==> src/rtl/conv1_pkg.sv <==
// conv1_pkg: shared widths, state encoding and the output post-processing
// helper for the stage-1 convolution engine (conv1_mac / conv1_mac_dp).
package conv1_pkg;

  localparam int DATA_W    = 8;     // sample width, signed
  localparam int W_W       = 8;     // weight width, signed
  localparam int PROD_W    = DATA_W + W_W;
  localparam int ACC_W     = 24;    // accumulator width, signed
  localparam int OUT_W     = 16;    // result width
  localparam int BURST_LEN = 32;    // taps per window = samples per burst
  localparam int IDX_W     = 5;     // index width for BURST_LEN entries
  localparam int TIME_W    = 13;    // conv_time width
  localparam int NUM_CONV  = 2688;  // windows per frame
  localparam int SHIFT     = 7;     // right shift before saturation

  typedef enum logic [2:0] {
    LOAD_W = 3'd0,
    ACCUM  = 3'd1,
    DRAIN  = 3'd2,
    EMIT   = 3'd3,
    DONE   = 3'd4
  } state_t;

  // ReLU, arithmetic right shift, then clamp to the unsigned OUT_W range.
  function automatic logic [OUT_W-1:0] relu_shift_sat(
    input logic signed [ACC_W-1:0] acc,
    input int unsigned             shift
  );
    logic [ACC_W-1:0] mag;
    logic [OUT_W-1:0] res;
    mag = '0;
    if (acc[ACC_W-1]) begin
      res = '0;
    end else begin
      mag = $unsigned(acc) >> shift;
      if (|mag[ACC_W-1:OUT_W]) begin
        res = '1;
      end else begin
        res = mag[OUT_W-1:0];
      end
    end
    return res;
  endfunction

endpackage

==> src/rtl/conv1_mac_dp.sv <==
// conv1_mac_dp: registered signed multiplier feeding a signed accumulator.
// Ports:
//   clk, rst_n   clock, async active-low reset
//   clear        synchronous clear of product pipe and accumulator
//   sample_en    a sample is accepted this cycle
//   first        the accepted sample is tap 0 of a new window
//   sample       signed sample
//   weight       signed weight for the accepted tap
//   acc          running accumulator (one cycle behind the product)
module conv1_mac_dp
  import conv1_pkg::*;
(
  input  logic                     clk,
  input  logic                     rst_n,
  input  logic                     clear,
  input  logic                     sample_en,
  input  logic                     first,
  input  logic signed [DATA_W-1:0] sample,
  input  logic signed [W_W-1:0]    weight,
  output logic signed [ACC_W-1:0]  acc
);

  logic signed [PROD_W-1:0] prod_r;
  logic                     prod_vld_r;
  logic                     prod_first_r;
  logic signed [ACC_W-1:0]  acc_r;
  logic signed [ACC_W-1:0]  prod_ext_s;

  // Sign-extend the registered product to accumulator width.
  always_comb begin
    prod_ext_s = {{(ACC_W-PROD_W){prod_r[PROD_W-1]}}, prod_r};
  end

  // Product stage then accumulate stage; the first tap loads rather than adds.
  always_ff @(posedge clk or negedge rst_n) begin
    if (!rst_n) begin
      prod_r       <= '0;
      prod_vld_r   <= 1'b0;
      prod_first_r <= 1'b0;
      acc_r        <= '0;
    end else if (clear) begin
      prod_r       <= '0;
      prod_vld_r   <= 1'b0;
      prod_first_r <= 1'b0;
      acc_r        <= '0;
    end else begin
      prod_vld_r   <= sample_en;
      prod_first_r <= first;
      if (sample_en) begin
        prod_r <= sample * weight;
      end
      if (prod_vld_r) begin
        acc_r <= prod_first_r ? prod_ext_s : (acc_r + prod_ext_s);
      end
    end
  end

  assign acc = acc_r;

endmodule

==> src/rtl/conv1_mac.sv <==
// conv1_mac: stage-1 convolution engine. Loads a 32-tap signed kernel,
// accumulates one 32-sample burst per window, and emits ReLU/shift/saturated
// results plus the handshake the input streamer consumes.
// Ports:
//   clk, rst_n       clock, async active-low reset
//   valid            frame enable; low acts as synchronous soft clear
//   w_valid, w_data  weight word strobe and data (tap 0 first)
//   valid_conv1      sample strobe; data_in_conv1 signed sample
//   c1_w_en          all weights loaded
//   out_valid        one-cycle result strobe with out_data
//   conv_end         one-cycle window-complete pulse (falling edge = next burst)
//   conv_time        windows completed in this frame
//   frame_done       conv_time reached NUM_CONV (sticky until soft clear)
//   overrun          sticky: a sample arrived outside ACCUM
module conv1_mac
  import conv1_pkg::*;
#(
  parameter int SHIFT    = conv1_pkg::SHIFT,
  parameter int NUM_CONV = conv1_pkg::NUM_CONV
) (
  input  logic              clk,
  input  logic              rst_n,
  input  logic              valid,
  input  logic              w_valid,
  input  logic [W_W-1:0]    w_data,
  input  logic              valid_conv1,
  input  logic [DATA_W-1:0] data_in_conv1,
  output logic              c1_w_en,
  output logic              out_valid,
  output logic [OUT_W-1:0]  out_data,
  output logic              conv_end,
  output logic [TIME_W-1:0] conv_time,
  output logic              frame_done,
  output logic              overrun
);

  state_t state_r, state_nx;

  logic [W_W-1:0]    weight_r [BURST_LEN];
  logic [IDX_W-1:0]  w_idx_r;
  logic [IDX_W-1:0]  s_idx_r;
  logic              c1_w_en_r;
  logic              out_valid_r;
  logic [OUT_W-1:0]  out_data_r;
  logic              conv_end_r;
  logic [TIME_W-1:0] conv_time_r;
  logic              frame_done_r;
  logic              overrun_r;

  logic              w_we_s;
  logic              s_acc_s;
  logic              emit_s;
  logic              ovr_s;
  logic              last_w_s;
  logic              last_s_s;
  logic              time_hit_s;
  logic [TIME_W-1:0] time_nx_s;
  logic signed [ACC_W-1:0] acc_s;

  // Window counter after this emit and whether it closes the frame.
  always_comb begin
    time_nx_s  = conv_time_r + {{(TIME_W-1){1'b0}}, 1'b1};
    time_hit_s = (time_nx_s == TIME_W'(NUM_CONV));
  end

  // State register.
  always_ff @(posedge clk or negedge rst_n) begin
    if (!rst_n) begin
      state_r <= LOAD_W;
    end else begin
      state_r <= state_nx;
    end
  end

  // Next-state logic; soft clear overrides every state.
  always_comb begin
    state_nx = state_r;
    if (!valid) begin
      state_nx = c1_w_en_r ? ACCUM : LOAD_W;
    end else begin
      case (state_r)
        LOAD_W:  state_nx = last_w_s ? ACCUM : LOAD_W;
        ACCUM:   state_nx = last_s_s ? DRAIN : ACCUM;
        DRAIN:   state_nx = EMIT;
        EMIT:    state_nx = time_hit_s ? DONE : ACCUM;
        DONE:    state_nx = DONE;
        default: state_nx = LOAD_W;
      endcase
    end
  end

  // Per-state control strobes; a weight strobe outside LOAD_W is ignored.
  always_comb begin
    w_we_s   = 1'b0;
    s_acc_s  = 1'b0;
    emit_s   = 1'b0;
    ovr_s    = 1'b0;
    if (valid) begin
      case (state_r)
        LOAD_W: begin
          w_we_s = w_valid;
          ovr_s  = valid_conv1;
        end
        ACCUM:   s_acc_s = valid_conv1;
        DRAIN:   ovr_s   = valid_conv1;
        EMIT: begin
          emit_s = 1'b1;
          ovr_s  = valid_conv1;
        end
        DONE:    ovr_s   = valid_conv1;
        default: ovr_s   = 1'b0;
      endcase
    end else begin
      w_we_s = 1'b0;
    end
    last_w_s = w_we_s && (w_idx_r == IDX_W'(BURST_LEN-1));
    last_s_s = s_acc_s && (s_idx_r == IDX_W'(BURST_LEN-1));
  end

  // Weight register file; only a hard reset forgets the kernel.
  always_ff @(posedge clk or negedge rst_n) begin
    if (!rst_n) begin
      for (int i = 0; i < BURST_LEN; i++) begin
        weight_r[i] <= '0;
      end
    end else if (w_we_s) begin
      weight_r[w_idx_r] <= w_data;
    end
  end

  // Weight index and weights-ready flag, both kept across soft clear.
  always_ff @(posedge clk or negedge rst_n) begin
    if (!rst_n) begin
      w_idx_r   <= '0;
      c1_w_en_r <= 1'b0;
    end else begin
      if (w_we_s) begin
        w_idx_r <= w_idx_r + {{(IDX_W-1){1'b0}}, 1'b1};
      end
      if (last_w_s) begin
        c1_w_en_r <= 1'b1;
      end
    end
  end

  // Sample index, window counter and the registered result/status outputs.
  always_ff @(posedge clk or negedge rst_n) begin
    if (!rst_n) begin
      s_idx_r      <= '0;
      out_valid_r  <= 1'b0;
      out_data_r   <= '0;
      conv_end_r   <= 1'b0;
      conv_time_r  <= '0;
      frame_done_r <= 1'b0;
      overrun_r    <= 1'b0;
    end else if (!valid) begin
      s_idx_r      <= '0;
      out_valid_r  <= 1'b0;
      conv_end_r   <= 1'b0;
      conv_time_r  <= '0;
      frame_done_r <= 1'b0;
      overrun_r    <= 1'b0;
    end else begin
      out_valid_r <= emit_s;
      conv_end_r  <= emit_s;
      overrun_r   <= overrun_r | ovr_s;
      if (s_acc_s) begin
        s_idx_r <= s_idx_r + {{(IDX_W-1){1'b0}}, 1'b1};
      end
      if (emit_s) begin
        s_idx_r     <= '0;
        out_data_r  <= relu_shift_sat(acc_s, SHIFT);
        conv_time_r <= time_nx_s;
        if (time_hit_s) begin
          frame_done_r <= 1'b1;
        end
      end
    end
  end

  conv1_mac_dp u_dp (
    .clk       (clk),
    .rst_n     (rst_n),
    .clear     (!valid),
    .sample_en (s_acc_s),
    .first     (s_idx_r == '0),
    .sample    (data_in_conv1),
    .weight    (weight_r[s_idx_r]),
    .acc       (acc_s)
  );

  assign c1_w_en    = c1_w_en_r;
  assign out_valid  = out_valid_r;
  assign out_data   = out_data_r;
  assign conv_end   = conv_end_r;
  assign conv_time  = conv_time_r;
  assign frame_done = frame_done_r;
  assign overrun    = overrun_r;

endmodule
==> config.mk <==
export PLATFORM = sky130hd
export DESIGN_NAME = conv1_mac
export DESIGN_NICKNAME = d
export VERILOG_FILES = /design/src/rtl/conv1_pkg.sv /design/src/rtl/conv1_mac_dp.sv /design/src/rtl/conv1_mac.sv
export SDC_FILE = /design/constraint.sdc
export NUM_CORES = 1
export LEC_CHECK = 0
export CORE_ASPECT_RATIO = 0.7
export CORE_UTILIZATION = 57
export DETAILED_ROUTE_END_ITERATION = 7
export GPL_TIMING_DRIVEN = 0
export PLACE_DENSITY = 0.77
export SYNTH_ARGS = -nofsm -noshare
export SYNTH_HDL_FRONTEND = slang
export SYNTH_SLANG_ARGS = --single-unit
==> constraint.sdc <==
create_clock -name clk -period 6.19 [get_ports clk]
set_clock_uncertainty 0.15 [all_clocks]
set_input_delay 1.857 -clock clk [delete_from_list [all_inputs] [get_ports clk]]
set_output_delay 1.857 -clock clk [all_outputs]
set_load 0.05 [all_outputs]
# After elaboration in Yosys (flattened, before gate mapping)
# Index checks and enable logic that the tools add are counted.
# op_classes
n_addsub	4
multipliers	1
magnitude_cmp	3
eq_ne	12
muxes	38
bitwise	3
reduce_logical	8
# op_table
op	n
bitwise mux 256 bit	1
two-way mux 24 bit	3
two-way mux 16 bit	3
binary-select mux 8 bit (select 5 bit)	1
demux 8 bit (select 5 bit)	1
two-way mux 13 bit	2
adder 24 x 16 -> 24 bit	1
two-way mux 8 bit	3
two-way mux 1 bit	17
multiplier 8 x 8 -> 16 bit	1
two-way mux 5 bit	3
one-hot mux 3 bit (5 select lines)	1
adder 13 x 1 -> 13 bit (second input constant)	1
equality test 13 x 12 -> 1 bit (second input constant)	1
greater-or-equal comparator 6 bit (second input constant)	2
inverter 5 -> 6 bit	2
adder 5 x 1 -> 5 bit (second input constant)	2
equality test 5 bit (second input constant)	2
!= test 2 x 1 -> 1 bit (second input constant)	4
equality test 3 x 2 -> 1 bit (second input constant)	2
< comparator 6 x 1 -> 1 bit (second input constant)	1
two-way mux 3 bit	2
zero test 5 bit	1
AND reduction 2 bit	2
other kinds (8)	10
# totals
ff_bits	344
in_bits	21
wordCells	114

# Longest topological paths before layout
# logic_depth
ltp_word	7
mapped_depth	23

# Modules after synthesis
# Synthesis repeated with hierarchy kept, for this count alone.
# unflattened
hier_cells	1579
hier_area_um2	19489.9
# modules_own_cells
module	instances	cells_per_inst	area_each_um2	seq_area_each_um2
conv1_mac	1	951	13963.4	7557.2
conv1_mac_dp	1	628	5526.6	1051.0

# Worst setup path before layout
# Ideal clock, no wire load.
# synth_timing
kind	reg2reg
startpoint	reg s_idx_r[1]
endpoint	reg u_dp.prod_r[14]
setup_time_ns	0.069
arrival_time_ns	6.143
required_time_ns	5.971
path_slack_ns	-0.172
stages_incl_launch_ff	23
path_buffers	2
synth_period_minus_slack_ns	6.362
path_cell_list	dfrtp_1 -> buf_1 -> buf_1 -> mux4_2 -> mux4_2 -> mux2i_4 -> nand2b_1 -> inv_2 -> fa_1 -> inv_1 -> fa_1 -> inv_1 -> fa_1 -> inv_1 -> fa_1 -> inv_1 -> ha_1 -> inv_1 -> nor2_1 -> a221o_1 -> a31oi_1 -> or4b_2 -> nand3_1
# synth_between
elab_chain_len	7
# synth_lines
item	line	text
from (decl)	conv1_mac.sv:41	logic [IDX_W-1:0] s_idx_r;
from (signal assigned)	conv1_mac.sv:168	s_idx_r <= s_idx_r + {{(IDX_W-1){1'b0}}, 1'b1};
inverter 5 -> 6 bit (not written as such)	conv1_mac.sv:188	.weight (weight_r[s_idx_r]),
binary-select mux 8 bit (select 5 bit)	conv1_mac.sv:188	
two-way mux 8 bit (not written as such) (2 in a row)	conv1_mac.sv:188	
multiplier 8 x 8 -> 16 bit	conv1_mac_dp.sv:50	prod_r <= sample * weight;
two-way mux 16 bit	conv1_mac_dp.sv:49	if (sample_en) begin
two-way mux 16 bit	conv1_mac_dp.sv:41	end else if (clear) begin
to (signal assigned)	conv1_mac_dp.sv:50	
to (decl)	conv1_mac_dp.sv:23	logic signed [PROD_W-1:0] prod_r;
# Every way passes these cells. The select of a mux whose other input is x is not followed.
# A chain may end at the register's enable or synchronous reset.

# Final worst setup path
# layout_timing
startpoint	reg s_idx_r[0]
endpoint	reg u_dp.prod_r[15]
# The elaborated chain is that of the path after synthesis.

==> metrics.txt <==
status finished with violations; violated checks setup timing; Async SR Flop Fraction 1.00; Hold Slack 327 ps; PnR Total Power 0.0127 W; Critical Path Max Stage Delay 630 ps; Initial DRT Pass Iterations 5; Worst path top cell family by delay adder cells; Worst Tran Pin Value 801 ps; Crit Path Max Fanout 8; row cnt 56; setup ws final -116 ps; global route overflow 0; Final Hold Viols 0; CTS Sinks 344; largest vdd supply drop 1.19 mV; Metal-1 WL 23.6 mm; Starting Density 0.584; post-synth cell types 66; final instance count without filler cells 2230; Top FF cell, synth dfrtp_1; Post-synth EDFFs 0; CP startpoint kind flop; Compound-Gate Fraction of Synth Area 0.0667; CTS tree yes; vias per cell 6.17; power density over the cells 549 nW/um^2; Setup Viol. Count Final 4; port bufs 53; chip height 157 um; syn avg cell area 12.3 sq um; final wirelength 50.6 mm; total negative slack -270 ps; wire length of the first global-routing pass 80.0 mm; proportion of synthesized area in mux cells 0.249; clock buffer count from CTS 34; vias in the first global route 13954; MaxCap Viol Count 0; worst endpoint data arrival time 6540 ps; Critical Path Stages 22; main combinational cell family by area after synthesis multiplexers; unrepaired setup endpoints after global routing true; cell mode on critical path fa_1; met3 WL 4.47 mm; Synth Cell Area 19700 sq um; Worst-Skew Late Latency 530 ps; NumNets Final 1881; Achievable Freq 159 MHz; CTS max path bufs 3; Min Clock Period, post-route 6310 ps; cts hold-fix bufs 0; Synth Net Count 1732; Area growth, synth to finish 17.4%; met2 wire len 21.7 mm; worst-case reg-to-reg path depth 22; core area 33700 sq um; GRT Overall Usage 0.299; number of synthesized register bits 344; total placed cells including tap cells 2113; register area share after synthesis 0.438; DRT iter0 DRCs 1341; Buf+Inv Stages, Crit Path 7; diode count 0; initial antenna violation count 0; share of cells above drive strength 1 0.309; Leak 10.6 nW; Slew HR 0.464; CTS root buffer clkbuf_16; DP HPWL 35.1 mm; Critical Path End Type flop; Remaining DRCs 0; Required @ worst endpoint 6430 ps; hold depth 2; Ports 55; Max H-tree Level 2; Synth Area in Adders 0.0958; Hold Path Class flop to flop; vias 13760; Syn Inst Count 1594; clk slew on worst S/H paths 60 ps; crit path cell chain buf_8, buf_12, buf_16, mux4_2, mux4_2, mux2i_4, nor2b_2, fa_2, inv_4, fa_1, inv_1, fa_1, inv_2, fa_1, inv_2, ha_4, and2_4, a22o_1, a311oi_4, a21oi_2, xnor2_2, o21ai_1; die area 35300 sq um; simple-gate share of the synthesized area 0.0957; largest net degree at the start of global routing 124; fin crit share 1.02; Highest Signal Layer met4; slowest CP cell fa_2; routed len/inst 22.7 um; Final Slew Violations 0; Synth Area in XOR/XNOR 0.0169; post-route ant nets 0; kind of critical path flop to flop; Ys Warns 0; Die X 224 um; Placer Congestion 0.959
## worst paths after layout
| check | from | end | slack, ps |
|---|---|---|---|
| min reg2reg | out_data[8] | out_data[8] | 330 |
| max in group asynchronous | rst_n | s_idx_r[3] | 3530 |
| min in group asynchronous | rst_n | weight_r[163] | 1220 |
| min | out_data[8] | out_data[8] | 330 |
| max reg2reg | s_idx_r[0] | u_dp.prod_r[15] | -120 |
| max | s_idx_r[0] | u_dp.prod_r[15] | -120 |
## logic make-up after synthesis
| family | after synthesis |
|---|---|
| AO/OA/AOI/OAI | 197 |
| XOR/XNOR | 38 |
| adder cells (fa/ha/maj) | 117 |
| buffers and inverters | 188 |
| flip-flops | 344 |
| multiplexers | 352 |
| AND/OR/NAND/NOR | 358 |
## where the power goes
part           switching, W  total [W]  internal [W]  leakage [nW]
sequential         0.000253    0.00295       0.00270          4.68
clock              0.000896    0.00212       0.00122         0.549
combinational       0.00379    0.00762       0.00383          5.37
## cells in the mapped netlist (11+ instances only)
master,n,share of area
nor3_1,16,0.0041
dfrtp_1,344,0.44
nand2_1,109,0.021
xnor2_1,30,0.013
nand3_1,16,0.0041
o21ai_0,56,0.014
mux4_2,80,0.092
nor2_1,42,0.0080
nor2b_1,55,0.017
ha_1,61,0.039
inv_1,98,0.019
a21boi_0,13,0.0050
mux2_2,257,0.15
nand4_1,14,0.0045
a211oi_1,11,0.0042
a21o_1,15,0.0057
clkbuf_1,73,0.014
and2_1,27,0.0086
nand2b_1,30,0.0095
fa_1,56,0.057
a21oi_1,31,0.0079
## sequential cells by signal, summed over array words and instances, names as in the netlist
name,flops
u_dp.prod_first_r,1
out_data,16
s_idx_r,5
state_r,3
conv_time,13
u_dp.acc,24
u_dp.prod_r,16
u_dp.prod_vld_r,1
w_idx_r,5
overrun,1
c1_w_en,1
weight_r,256
frame_done,1
conv_end,1
## stage by stage
| step | instance area [sq um] | utilization | setup WS [ps] |
|---|---|---|---|
| after global placement | 20800 | 0.618 | -11520 |
| after CTS | 22900 | 0.679 | -63.7 |
| after detailed placement | 20900 | 0.619 | -1390 |
| final | 23100 | 0.685 | -116 |
| after floorplan | 19700 | - | 28.8 |
| after global routing | 23100 | 0.685 | -266 |
## worst min-delay path: stages (launching register included)
cell	delay [ps]
dfrtp_1	340
nand2_1	40
o21ai_0	60
## routing by layer
| layer | global-route usage | up-vias |
|---|---|---|
| li1 | - | 6004 |
| met1 | 0.461 | 7134 |
| met2 | 0.429 | 561 |
| met3 | 0.0715 | 61 |
| met4 | 0.0597 | 0 |
| met5 | 0 | - |
## area by class of cell
class	instances	area, sq um
plain buffers	87	492
clock buffers	45	922
clock inverters	14	181
fillers	2305	10600
inverters	99	374
multi-input cells	1062	10700
flip-flops and latches	344	8610
well taps	464	581
repair buffers	115	1240
## placed cells by master (no fill, tap or decap), types with 14 or more instances in the layout
cell type / netlist / layout
dfrtp_1: 344 / 341
mux2_2: 257 / 257
nand2_1: 109 / 109
inv_1: 98 / 86
mux4_2: 80 / 80
clkbuf_1: 73 / 74
fa_1: 56 / 53
clkdlybuf4s50_1: 0 / 52
ha_1: 61 / 51
o21ai_0: 56 / 48
nor2b_1: 55 / 46
nor2_1: 42 / 40
buf_4: 2 / 38
clkbuf_16: 0 / 35
a21oi_1: 31 / 29
xnor2_1: 30 / 28
nand2b_1: 30 / 26
and2_1: 27 / 26
buf_6: 4 / 16
nor3_1: 16 / 15
nand3_1: 16 / 15
a21o_1: 15 / 15
nand4_1: 14 / 14
## timing repair
item	4_1_cts	5_1_grt
pin swaps	45	36
resized for setup	113	30
gates cloned	2	1
hold endpoints to repair	0	0
setup buffers	47	11
setup endpoints to repair	10	6
No activity file was read; power rests on OpenSTA's default activity.
